<file path="src/rtl/program_loader_if.sv">
// rtl/program_loader_if.sv - instruction ROM write port between loader and ROM
interface program_loader_if #(
    parameter int ROM_ADDRESS_BITWIDTH = 12
);
    logic                            rom_wren;
    logic [ROM_ADDRESS_BITWIDTH-1:0] rom_write_address;
    logic [31:0]                     rom_write_data;

    modport master (
        output rom_wren,
        output rom_write_address,
        output rom_write_data
    );

    modport slave (
        input rom_wren,
        input rom_write_address,
        input rom_write_data
    );
endinterface

</file>
<file path="src/rtl/program_loader.sv">
// rtl/program_loader.sv - UART boot loader writing a length-prefixed program into ROM
module program_loader #(
    parameter int CLKS_PER_BIT         = 434,
    parameter int ROM_ADDRESS_BITWIDTH = 12
) (
    input  logic              clk,
    input  logic              reset_n,
    input  logic              uart_rx,
    program_loader_if.master  rom,
    output logic              cpu_reset_n,
    output logic              loading,
    output logic              error
);
    localparam int            CW      = $clog2(CLKS_PER_BIT);
    localparam logic [CW-1:0] FULL_M1 = CW'(CLKS_PER_BIT - 1);
    localparam logic [CW-1:0] HALF_M1 = CW'(CLKS_PER_BIT / 2 - 1);
    localparam logic [31:0]   MAX_WORDS = 32'(1) << (ROM_ADDRESS_BITWIDTH - 2);

    typedef enum logic [1:0] {RX_IDLE, RX_START, RX_DATA, RX_STOP} rx_state_e;
    typedef enum logic [1:0] {LD_HEADER, LD_WORDS, LD_RUN, LD_FAULT} ld_state_e;

    rx_state_e rx_state_q, rx_state_d;
    ld_state_e ld_state_q, ld_state_d;

    logic          rx_meta_q, rx_sync_q, rx_prev_q;
    logic [CW-1:0] clk_cnt_q;
    logic [2:0]    bit_cnt_q;
    logic [7:0]    shift_q;
    logic          tick, byte_valid, frame_err;

    logic [1:0]    byte_cnt_q;
    logic [31:0]   asm_q, count_q, idx_q, new_word;
    logic          wren_q, word_done;
    logic [ROM_ADDRESS_BITWIDTH-1:0] addr_q;
    logic [31:0]   data_q;

    // Receiver: synchronizer, bit timing and shift register
    always_ff @(posedge clk) begin
        if (!reset_n) begin
            rx_meta_q  <= 1'b1;
            rx_sync_q  <= 1'b1;
            rx_prev_q  <= 1'b1;
            rx_state_q <= RX_IDLE;
            clk_cnt_q  <= '0;
            bit_cnt_q  <= '0;
            shift_q    <= '0;
        end else begin
            rx_meta_q  <= uart_rx;
            rx_sync_q  <= rx_meta_q;
            rx_prev_q  <= rx_sync_q;
            rx_state_q <= rx_state_d;
            clk_cnt_q  <= (rx_state_q == RX_IDLE || tick) ? '0 : clk_cnt_q + 1'b1;
            if (rx_state_q == RX_IDLE) begin
                bit_cnt_q <= '0;
            end else if (rx_state_q == RX_DATA && tick) begin
                shift_q   <= {rx_sync_q, shift_q[7:1]};
                bit_cnt_q <= bit_cnt_q + 1'b1;
            end
        end
    end

    always_comb begin
        tick = 1'b0;
        case (rx_state_q)
            RX_START:         tick = (clk_cnt_q == HALF_M1);
            RX_DATA, RX_STOP: tick = (clk_cnt_q == FULL_M1);
            default:          tick = 1'b0;
        endcase
    end

    always_comb begin
        rx_state_d = rx_state_q;
        case (rx_state_q)
            RX_IDLE:  if (!rx_sync_q && rx_prev_q) rx_state_d = RX_START;
            RX_START: if (tick) rx_state_d = rx_sync_q ? RX_IDLE : RX_DATA;
            RX_DATA:  if (tick && bit_cnt_q == 3'd7) rx_state_d = RX_STOP;
            RX_STOP:  if (tick) rx_state_d = RX_IDLE;
            default:  rx_state_d = RX_IDLE;
        endcase
    end

    always_comb begin
        byte_valid = (rx_state_q == RX_STOP) && tick && rx_sync_q;
        frame_err  = (rx_state_q == RX_STOP) && tick && !rx_sync_q;
    end

    // Loader: bytes accumulate little-endian by shifting in from the top
    assign word_done = byte_valid && (byte_cnt_q == 2'd3);
    assign new_word  = {shift_q, asm_q[31:8]};

    always_ff @(posedge clk) begin
        if (!reset_n) ld_state_q <= LD_HEADER;
        else          ld_state_q <= ld_state_d;
    end

    always_comb begin
        ld_state_d = ld_state_q;
        case (ld_state_q)
            LD_HEADER: begin
                if (frame_err)                   ld_state_d = LD_FAULT;
                else if (word_done) begin
                    if (new_word == 32'd0)       ld_state_d = LD_RUN;
                    else if (new_word > MAX_WORDS) ld_state_d = LD_FAULT;
                    else                         ld_state_d = LD_WORDS;
                end
            end
            LD_WORDS: begin
                if (frame_err)                          ld_state_d = LD_FAULT;
                else if (wren_q && idx_q == count_q)    ld_state_d = LD_RUN;
            end
            default: ld_state_d = ld_state_q;
        endcase
    end

    always_comb begin
        cpu_reset_n = (ld_state_q == LD_RUN);
        error       = (ld_state_q == LD_FAULT);
        loading     = (ld_state_q == LD_WORDS) ||
                      ((ld_state_q == LD_HEADER) && (byte_cnt_q != 2'd0 || rx_state_q != RX_IDLE));
    end

    always_ff @(posedge clk) begin
        if (!reset_n) begin
            byte_cnt_q <= '0;
            asm_q      <= '0;
            count_q    <= '0;
            idx_q      <= '0;
            wren_q     <= 1'b0;
            addr_q     <= '0;
            data_q     <= '0;
        end else begin
            wren_q <= 1'b0;
            if ((ld_state_q == LD_HEADER || ld_state_q == LD_WORDS) && byte_valid) begin
                asm_q      <= new_word;
                byte_cnt_q <= byte_cnt_q + 1'b1;
            end
            if (ld_state_q == LD_HEADER && word_done) begin
                count_q <= new_word;
                idx_q   <= '0;
            end
            if (ld_state_q == LD_WORDS && word_done) begin
                wren_q <= 1'b1;
                data_q <= new_word;
                addr_q <= {idx_q[ROM_ADDRESS_BITWIDTH-3:0], 2'b00};
                idx_q  <= idx_q + 1'b1;
            end
        end
    end

    assign rom.rom_wren          = wren_q;
    assign rom.rom_write_address = addr_q;
    assign rom.rom_write_data    = data_q;
endmodule

</file>
<file path="src/flat_wrapper.sv">
// flat-port wrapper written by rule: the top's interface ports become plain ports
module program_loader_flat 
#(
    parameter int CLKS_PER_BIT         = 434,
    parameter int ROM_ADDRESS_BITWIDTH = 12
)
  (clk, reset_n, uart_rx, cpu_reset_n, loading, error, rom_rom_wren, rom_rom_write_address, rom_rom_write_data);
  program_loader_if #(.ROM_ADDRESS_BITWIDTH(ROM_ADDRESS_BITWIDTH)) rom_i ();
  input  logic clk;
  input  logic reset_n;
  input  logic uart_rx;
  output logic cpu_reset_n;
  output logic loading;
  output logic error;
  output wire logic [$bits(rom_i.rom_wren)-1:0] rom_rom_wren;
  output wire logic [$bits(rom_i.rom_write_address)-1:0] rom_rom_write_address;
  output wire logic [$bits(rom_i.rom_write_data)-1:0] rom_rom_write_data;
  assign rom_rom_wren = rom_i.rom_wren;
  assign rom_rom_write_address = rom_i.rom_write_address;
  assign rom_rom_write_data = rom_i.rom_write_data;
  program_loader #(.CLKS_PER_BIT(CLKS_PER_BIT), .ROM_ADDRESS_BITWIDTH(ROM_ADDRESS_BITWIDTH)) u_core (.clk(clk), .reset_n(reset_n), .uart_rx(uart_rx), .rom(rom_i), .cpu_reset_n(cpu_reset_n), .loading(loading), .error(error));
endmodule
</file>
<file path="config.mk">
export PLATFORM = sky130hd
export DESIGN_NAME = program_loader_flat
export DESIGN_NICKNAME = d
export VERILOG_FILES = /design/src/rtl/program_loader_if.sv /design/src/rtl/program_loader.sv /design/src/flat_wrapper.sv
export SDC_FILE = /design/constraint.sdc
export NUM_CORES = 1
export LEC_CHECK = 0
export ABC_AREA = 1
export BUFFER_PORTS_ARGS = -buffer_cell sky130_fd_sc_hd__buf_2
export CORE_UTILIZATION = 55
export CTS_BUF_LIST = sky130_fd_sc_hd__clkbuf_4
export CTS_CLUSTER_SIZE = 10
export DETAILED_ROUTE_END_ITERATION = 12
export PLACE_DENSITY = 0.74
export SLEW_MARGIN = 20
export SYNTH_ARGS = -nofsm -noshare
export SYNTH_HDL_FRONTEND = slang
export SYNTH_SLANG_ARGS = --single-unit
</file>
<file path="constraint.sdc">
create_clock -name clk -period 3.4 [get_ports clk]
set_input_delay 0.68 -clock clk [delete_from_list [all_inputs] [get_ports clk]]
set_output_delay 0.68 -clock clk [all_outputs]
set_load 0.02 [all_outputs]
</file>
### After elaboration in Yosys (flattened, before gate mapping)

Index checks and enable logic that the tools add are counted.
Widths: inputs -> output; s select.

| cells by class | value |
|---|---|
| $lt $le $gt $ge | 1 |
| bitwise gates (word level) | 2 |
| add/sub/neg operators | 4 |
| equality and inequality tests | 17 |
| reduce and logical (&&, ||, !) cells | 30 |
| mux-type cells | 17 |

Operators by type and width:

| operator | number |
|---|---|
| $mux 32 | 2 |
| $add 32x1->32 const B | 1 |
| $eq 32x32->1 | 1 |
| $gt 32x11->1 const B | 1 |
| $logic_not 32->1 | 1 |
| $mux 2 | 11 |
| $logic_and 1x1->1 | 12 |
| $eq 2x2->1 const B | 5 |
| $add 9x1->9 const B | 1 |
| $eq 9x8->1 const B | 1 |
| $eq 9x9->1 const B | 1 |
| $pmux 2 s4 | 1 |
| $reduce_bool 2->1 | 4 |
| $ne 3x1->1 const B | 2 |
| $reduce_or 2->1 | 3 |
| $eq 2x1->1 const B | 2 |
| $logic_not 2->1 | 2 |
| $logic_or 1x1->1 | 4 |
| $ne 2x1->1 const B | 2 |
| $ne 2x2->1 const B | 2 |
| $pmux 2 s2 | 1 |
| $reduce_and 4->1 | 1 |
| $add 3x1->3 const B | 1 |
| $eq 3x3->1 const B | 1 |
| other kinds (7) | 8 |

| storage, ports and cells | value |
|---|---|
| output and inout bits | 48 |
| bits of input ports | 3 |
| register bits after elaboration | 168 |

### Depth between registers and ports, before layout

Gate-level depths: netlist of the first run.

| logic depth | value |
|---|---|
| word-level depth | 9 |
| mapped depth | 13 |
| depth with buffers taken out | 13 |

### Worst setup path before layout of the first run

OpenSTA, ideal clock, no wires.

| timing | value |
|---|---|
| path type | flip-flop to flip-flop |
| from | reg u_core.idx_q[1] |
| to | reg u_core.idx_q[28] |
| period minus slack after synthesis | 1.722 ns |
| arrival time | 1.609 ns |
| cell stages (with the launch flop) | 11 |
| setup slack | 1.678 ns |
| buffers on the path | 0 |
| library setup time | 0.113 ns |
| cell sequence | dfxtp_1 > ha_1 > nand2_1 > nor2_2 > nand3_2 > nor3_4 > nand3_2 > nor2_2 > nand4_1 > nand3_1 > nand2_1 |

| on the way | value |
|---|---|
| cells in the longest elaborated chain, start to end | 2 |

Ends and longest elaborated chain:

| element | RTL line | text |
|---|---|---|
| from (decl) | program_loader.sv:32 | `logic [31:0] asm_q, count_q, idx_q, new_word;` |
| from (signal assigned) | program_loader.sv:145 | `idx_q <= idx_q + 1'b1;` |
| $add 32x1->32 | program_loader.sv:145 |  |
| $mux 32 | program_loader.sv:141 | `if (ld_state_q == LD_WORDS && word_done) begin` |

No other way between the ends.
A chain may end at the register's enable or synchronous reset.

### Worst setup path in the final report of the first run

| timing | value |
|---|---|
| from | reg u_core.clk_cnt_q[0] |
| to | reg u_core.data_q[26] (netlist: u_core.rom.rom_write_data[26]) |

| on the way | value |
|---|---|
| cells in the longest elaborated chain, start to end | 6 |
| elaborated cells on any way between the ends | 7 |
| classes of those cells | eq/ne (2); mux (1); reduce/logical (4) |

Ends and longest elaborated chain:

| element | RTL line | text |
|---|---|---|
| from (decl) | program_loader.sv:26 | `logic [CW-1:0] clk_cnt_q;` |
| from (signal assigned) | program_loader.sv:52 | `clk_cnt_q <= (rx_state_q == RX_IDLE \|\| tick) ? '0 : clk_cnt_q + 1'b1;` |
| $eq 9x9->1 / $eq 9x8->1 (equally long branches) | program_loader.sv:66, program_loader.sv:65 |  |
| $pmux 1 s2 (*) | program_loader.sv:64 | `case (rx_state_q)` |
| $logic_and 1x1->1 (*) (2 in series) | program_loader.sv:83 | `byte_valid = (rx_state_q == RX_STOP) && tick && rx_sync_q;` |
| $logic_and 1x1->1 (*) | program_loader.sv:88 | `assign word_done = byte_valid && (byte_cnt_q == 2'd3);` |
| $logic_and 1x1->1 (*) | program_loader.sv:141 |  |
| to (signal assigned) | program_loader.sv:143 | `data_q <= new_word;` |
| to (decl) | program_loader.sv:35 | `logic [31:0] data_q;` |

Every way passes the cells marked *; elsewhere a longest branch is shown, timed or not.

==> flow_metrics.tcl, run 1 <==
set metrics [dict create \
    cts-htree-levels 4 \
    ys_ff_latch 160 \
    drtAntennaViolNets 0 \
    floorplan.initialDensity_pct 57.2 \
    ir_worst_vdd_v 0.000296 \
    track_usage_pct 25.8 \
    drcViolationCount 0 \
    slew_headroom_pct 52.8 \
    dr.pass1.iters 6 \
    tightest_slew_ns 0.708 \
    cts_sinks 160 \
    yosys_warnings 0 \
    gp_congestion 0.859 \
    avgSynthCellArea_um2 6.75 \
    rsz0062_at_grt "false" \
    syn_inst 1086 \
    critical_path.max_stage_delay_ns 0.57 \
    path_clk_slew_ns 0.14 \
    avgViaCountPerCell 5.08 \
    wire_per_inst_um 12.9 \
    fp.dieArea_um2 13800 \
    wl_um 16800 \
    cts_buffer_depth 2 \
    critical_path_class "reg -> reg" \
    ctsResizeCount 0 \
    final_net_count 1123 \
    placed_cells 1267 \
    worstPathArrival_ns 2.86 \
    finish.utilization_pct 61.9 \
    die_w_um 117 \
    critical_path.max_fanout 48 \
    port_buffers 48 \
    cts_tree "built" \
    crit_chain "nand2_1 -> o21ai_1 -> nand3_2 -> nor2_4 -> nand4_4 -> buf_4 -> inv_2 -> o21ai_0 -> nor2_1" \
    fin_skew_ns 0.0123 \
    period_needed_ns 2.34 \
    dr_total_vias 6604 \
    rows 41 \
    drive_above_1_share_pct 9.32 \
    final_cells 1300 \
    cts_hold_buffers 0 \
    cts-root-buf "clkbuf_4" \
    worst_slack_ns 1.06 \
    crit_path_start_kind "register" \
    dp_hpwl_um 11500 \
    fp.dieH_um 117 \
    p_total_mw 3.32 \
    clk_latency_ns 0.58 \
    antenna_found_initial 1 \
    fin_crit_sh_pct 68.7 \
    drv_cap 0 \
    placed_area_um2 7620 \
    gr-total-overflow 0 \
    leakage_nw 3.81 \
    outcome "completed" \
    synth.distinct_cells 35 \
    ios 51 \
    critPathTopFamily "buffers and inverters" \
    finalInstanceArea_um2 7940 \
    cp-end-kind "register" \
    grt_pass1_wl_um 28800 \
    drv_slew 0 \
    hold_viol_final 0 \
    crit_path_top_delay_cell "inv_2" \
    numCtsBuffers 17 \
    core-area_um2 12800 \
    hp-class "in -> reg" \
    synth-seq-area-share_pct 43.7 \
    timing.critical_path.buf_inv 2 \
    tns_ns 0 \
    grt_pass1_vias 5826 \
    grt_max_degree 67 \
    pre_cts_ws_ns 1.07 \
    post_cts_buffers 0 \
    power_density_nw_per_um2 419 \
    drtIter0Drc 538 \
    max_freq_ghz 0.428 \
    netlist_area_um2 7330 \
    finalHoldWorstSlack_ns 0.269 \
    area_growth_pct 8.27 \
    setup_violations 0 \
    crit_required_ns 3.93 \
]
cells in the final DEF, fill, tap and decap left out, types with 8 or more instances in the layout:
| cell | instances |
|---|---|
| xor2_1 | 22 |
| inv_1 | 119 |
| dfxtp_1 | 160 |
| nand4_1 | 12 |
| nor3_1 | 15 |
| nor2_1 | 234 |
| buf_2 | 47 |
| nand2_1 | 228 |
| nand3_1 | 56 |
| clkbuf_4 | 18 |
| o21ai_0 | 95 |
| a21oi_1 | 41 |
| o21ai_1 | 16 |
| buf_4 | 8 |
routing by layer:
metal	track usage (%)	routed length, um	up-vias
met4	10.3	362	0
met5	0	0	-
met3	4.55	912	27
met1	37.9	8530	2944
li1	-	-	3467
met2	37.2	7020	166
final cells by class:
| class | instances | area, um2 |
|---|---|---|
| Antenna cell | 1 | 2.50 |
| Clock buffer | 18 | 135 |
| Clock inverter | 14 | 179 |
| Fill cell | 1239 | 4880 |
| Inverter | 123 | 462 |
| Multi-Input combinational cell | 757 | 3450 |
| Sequential cell | 160 | 3200 |
| Tap cell | 172 | 215 |
| Timing Repair Buffer | 55 | 295 |
sequential cells by signal, indices dropped and copies added, names as in the netlist, named ones only:
signal and flops:
u_core.idx_q 32, u_core.clk_cnt_q 9, u_core.rx_meta_q 1, u_core.ld_state_q 2
u_core.bit_cnt_q 3, u_core.rom.rom_wren 1, u_core.rom.rom_write_data 32, u_core.rom.rom_write_address 10
u_core.shift_q 8, u_core.rx_sync_q 1, u_core.asm_q 24, u_core.count_q 32
u_core.rx_prev_q 1, u_core.byte_cnt_q 2, u_core.rx_state_q 1
cells by family (layout without fill, tap and decap cells):
group,count (synthesis),in the layout,share of synthesized area (%)
AND/OR/NAND/NOR,564,564,31.8
buffers and inverters,170,210,9.35
flip-flops,160,160,43.7
AO/OA/AOI/OAI,159,159,11.0
XOR/XNOR,26,26,3.10
adder cells (fa/ha/maj),6,6,1.02
other,1,3,0.0511
where the power goes:
| part | total, mW | switching (mW) | internal (mW) | leakage, nW |
|---|---|---|---|---|
| combinational | 0.168 | 0.119 | 0.0491 | 2.36 |
| clock | 1.25 | 0.719 | 0.531 | 0.163 |
| sequential | 1.91 | 0.0170 | 1.89 | 1.29 |
Yosys cell counts (all sizes together):
cell type	n	area (um2)
nor2	239	920
nand2	230	868
dfxtp	160	3200
inv	123	462
o21ai	111	556
nand3	59	310
a21oi	41	205
clkbuf	25	96.3
buf	22	128
xor2	22	193
nor3	16	91.3
nand4	13	96.3
ha	6	75.1
o22ai	4	25.0
or2	4	25.0
xnor2	4	35.0
a21boi	1	7.51
a31oi	1	6.26
conb	1	3.75
nand3b	1	7.51
nor3b	1	7.51
nor4	1	6.26
o211ai	1	7.51
final timing paths:
check	from	endpoint	slack, ns	cells past startpoint
max	u_core.clk_cnt_q[0]	u_core.rom.rom_write_data[26]	1.06	9
min	uart_rx	u_core.rx_meta_q	0.27	2
max reg2reg	u_core.clk_cnt_q[0]	u_core.rom.rom_write_data[26]	1.06	9
min reg2reg	u_core.rx_meta_q	u_core.rx_sync_q	0.44	1
Note: power is estimated with default switching activity, not from simulation.
==> run 2: changes to the inputs <==
--- a/config.mk
+++ b/config.mk
@@ -11,7 +11,7 @@
 export CTS_BUF_LIST = sky130_fd_sc_hd__clkbuf_4
 export CTS_CLUSTER_SIZE = 10
 export DETAILED_ROUTE_END_ITERATION = 12
-export PLACE_DENSITY = 0.74
+export PLACE_DENSITY = 0.77
 export SLEW_MARGIN = 20
 export SYNTH_ARGS = -nofsm -noshare
 export SYNTH_HDL_FRONTEND = slang
==> constraint.sdc (replaced) <==
create_clock -name clk -period 2.1 [get_ports clk]
set_input_delay 0.42 -clock clk [delete_from_list [all_inputs] [get_ports clk]]
set_output_delay 0.42 -clock clk [all_outputs]
set_load 0.02 [all_outputs]
==> run 2 against run 1 <==
Against the previous run: wire length barely moved; clock power is 59% higher; first-iteration DRC count down 16%; largest cell class unchanged.
==> flow_metrics.tcl, run 2 (synthesis results as in run 1) <==
set metrics [dict create \
    avgViaCountPerCell 5.10 \
    worst_slack_ns 0.102 \
    critical_path.max_fanout 3 \
    placed_area_um2 7750 \
    cts_buffer_depth 2 \
    fp.dieH_um 117 \
    finish.utilization_pct 63.0 \
    drv_slew 0 \
    drtIter0Drc 453 \
    drive_above_1_share_pct 10.6 \
    grt_max_degree 65 \
    rrSetupSlack_ns 0.22 \
    pre_cts_ws_ns 0.153 \
    clk_latency_ns 0.59 \
    rr_endpoint "u_core.idx_q[26]" \
    path_clk_slew_ns 0.13 \
    crit_chain "inv_1 -> ha_1 -> a31oi_1 -> buf_2" \
    gr-total-overflow 0 \
    critical_path_class "reg -> out" \
    dr_total_vias 6702 \
    grt_pass1_vias 5910 \
    grt.busiest_layer "met2" \
    cp-end-kind "primary output" \
    ios 51 \
    whs_endpoint "u_core.count_q[29]" \
    drv_cap 0 \
    hp-start "reset_n" \
    wl_um 16800 \
    drcViolationCount 0 \
    port_buffers 48 \
    outcome "completed" \
    hp-class "in -> reg" \
    floorplan.initialDensity_pct 57.2 \
    cts_sinks 160 \
    leakage_nw 3.90 \
    placed_cells 1280 \
    setup_violations 0 \
    fin_crit_sh_pct 95.1 \
    antenna_found_initial 1 \
    grt_pass1_wl_um 28300 \
    hold_depth 3 \
    die_w_um 117 \
    hold_viol_final 0 \
    reg2reg_depth 10 \
    area_growth_pct 10.1 \
    track_usage_pct 25.1 \
    numCtsBuffers 17 \
    met3_usage_pct 4.31 \
    cts_tree "built" \
    final_net_count 1137 \
    fill_cells 1216 \
    period_needed_ns 2.00 \
    crit_path_top_delay_cell "dfxtp_1" \
    gp_congestion 0.892 \
    finalInstanceArea_um2 8080 \
    rows 41 \
    r2r-start "u_core.idx_q[0]" \
    tns_ns 0 \
    power_density_nw_per_um2 663 \
    critical_path.max_stage_delay_ns 0.37 \
    crit_path_start_kind "register" \
    ir_worst_vdd_v 0.000525 \
    fp.dieArea_um2 13800 \
    fin_skew_ns 0.0174 \
    mostFrequentLayoutCells "234 x nor2_1, 228 x nand2_1, 159 x dfxtp_1" \
    final_cells 1314 \
    rsz0062_at_grt "false" \
    grt_use_met1_pct 36.6 \
    max_freq_ghz 0.500 \
    layout_commonest_cell "nor2_1" \
    dr.pass1.iters 5 \
    worstPathArrival_ns 1.58 \
    cts-htree-levels 4 \
    dp_hpwl_um 11800 \
    met2_usage_pct 37.0 \
    core-area_um2 12800 \
    cts-root-buf "clkbuf_4" \
    crit_required_ns 1.68 \
    wire_per_inst_um 12.8 \
    drtAntennaViolNets 0 \
]
run 2: cell count changes in the layout (fill, tap and decap cells not counted), moves of 2 or more:
cell | before | now
buf_4 | 8 | 19
clkinv_2 | 0 | 3
clkinv_4 | 2 | 5
buf_12 | 0 | 2
clkinv_1 | 2 | 0
clkinvlp_4 | 2 | 0
inv_8 | 2 | 0
run 2: worst max path at each step:
stage	start	to	slack [ns]	cells after the start
floorplan	u_core.idx_q[1]	u_core.idx_q[28]	0.38	10
global placement	u_core.idx_q[1]	u_core.idx_q[28]	0.23	10
detailed placement	u_core.idx_q[1]	u_core.idx_q[26]	0.15	10
CTS	u_core.byte_cnt_q[0]	loading	0.07	4
global route	u_core.idx_q[0]	u_core.idx_q[31]	0.009	9
finish	u_core.byte_cnt_q[0]	loading	0.10	4
run 2: metrics by stage:
step	power [mW]	hold WS [ns]
2_1_floorplan	3.36	0.393
3_3_place_gp	3.43	0.396
3_5_place_dp	3.43	0.403
4_1_cts	5.39	0.166
5_1_grt	5.56	0.194
6_report	5.36	0.201
run 2: critical path: cells and delay by family, from the launching register on:
kind | cells | cell delay, ns
adders and majority gates | 1 | 0.22
buffers and inverters | 2 | 0.25
DFF | 1 | 0.37
AOI/OAI and AO/OA | 1 | 0.16
run 2: report_power, final:
group          switching (mW)  total [mW]  leakage, nW  internal [mW]
clock network            1.15        1.99        0.171          0.842
logic                   0.197       0.284         2.44         0.0869
registers              0.0272        3.09         1.29           3.06
run 2: timing repair:
action                                 in CTS  in global routing
setup endpoints to repair                   0                  4
setup buffers                               0                  0
hold buffers                                1                  0
endpoints found under the hold margin       1                  0
resized for setup                           0                  2
run 2: area by class of cell:
type	instances	area, um2	area share (%)
Timing Repair Buffer	69	428	5.30
Inverter	123	462	5.72
Sequential cell	160	3200	39.7
Clock buffer	17	128	1.58
Multi-Input combinational cell	757	3450	42.8
Clock inverter	15	184	2.28
Tap cell	172	215	2.66
Antenna cell	1	2.50	0.0310
run 2: per-layer routing:
metal / wire [um] / part of all wire, %
met5: 0 / 0
met4: 269 / 1.6
met3: 912 / 5.4
met2: 7220 / 43
met1: 8430 / 50
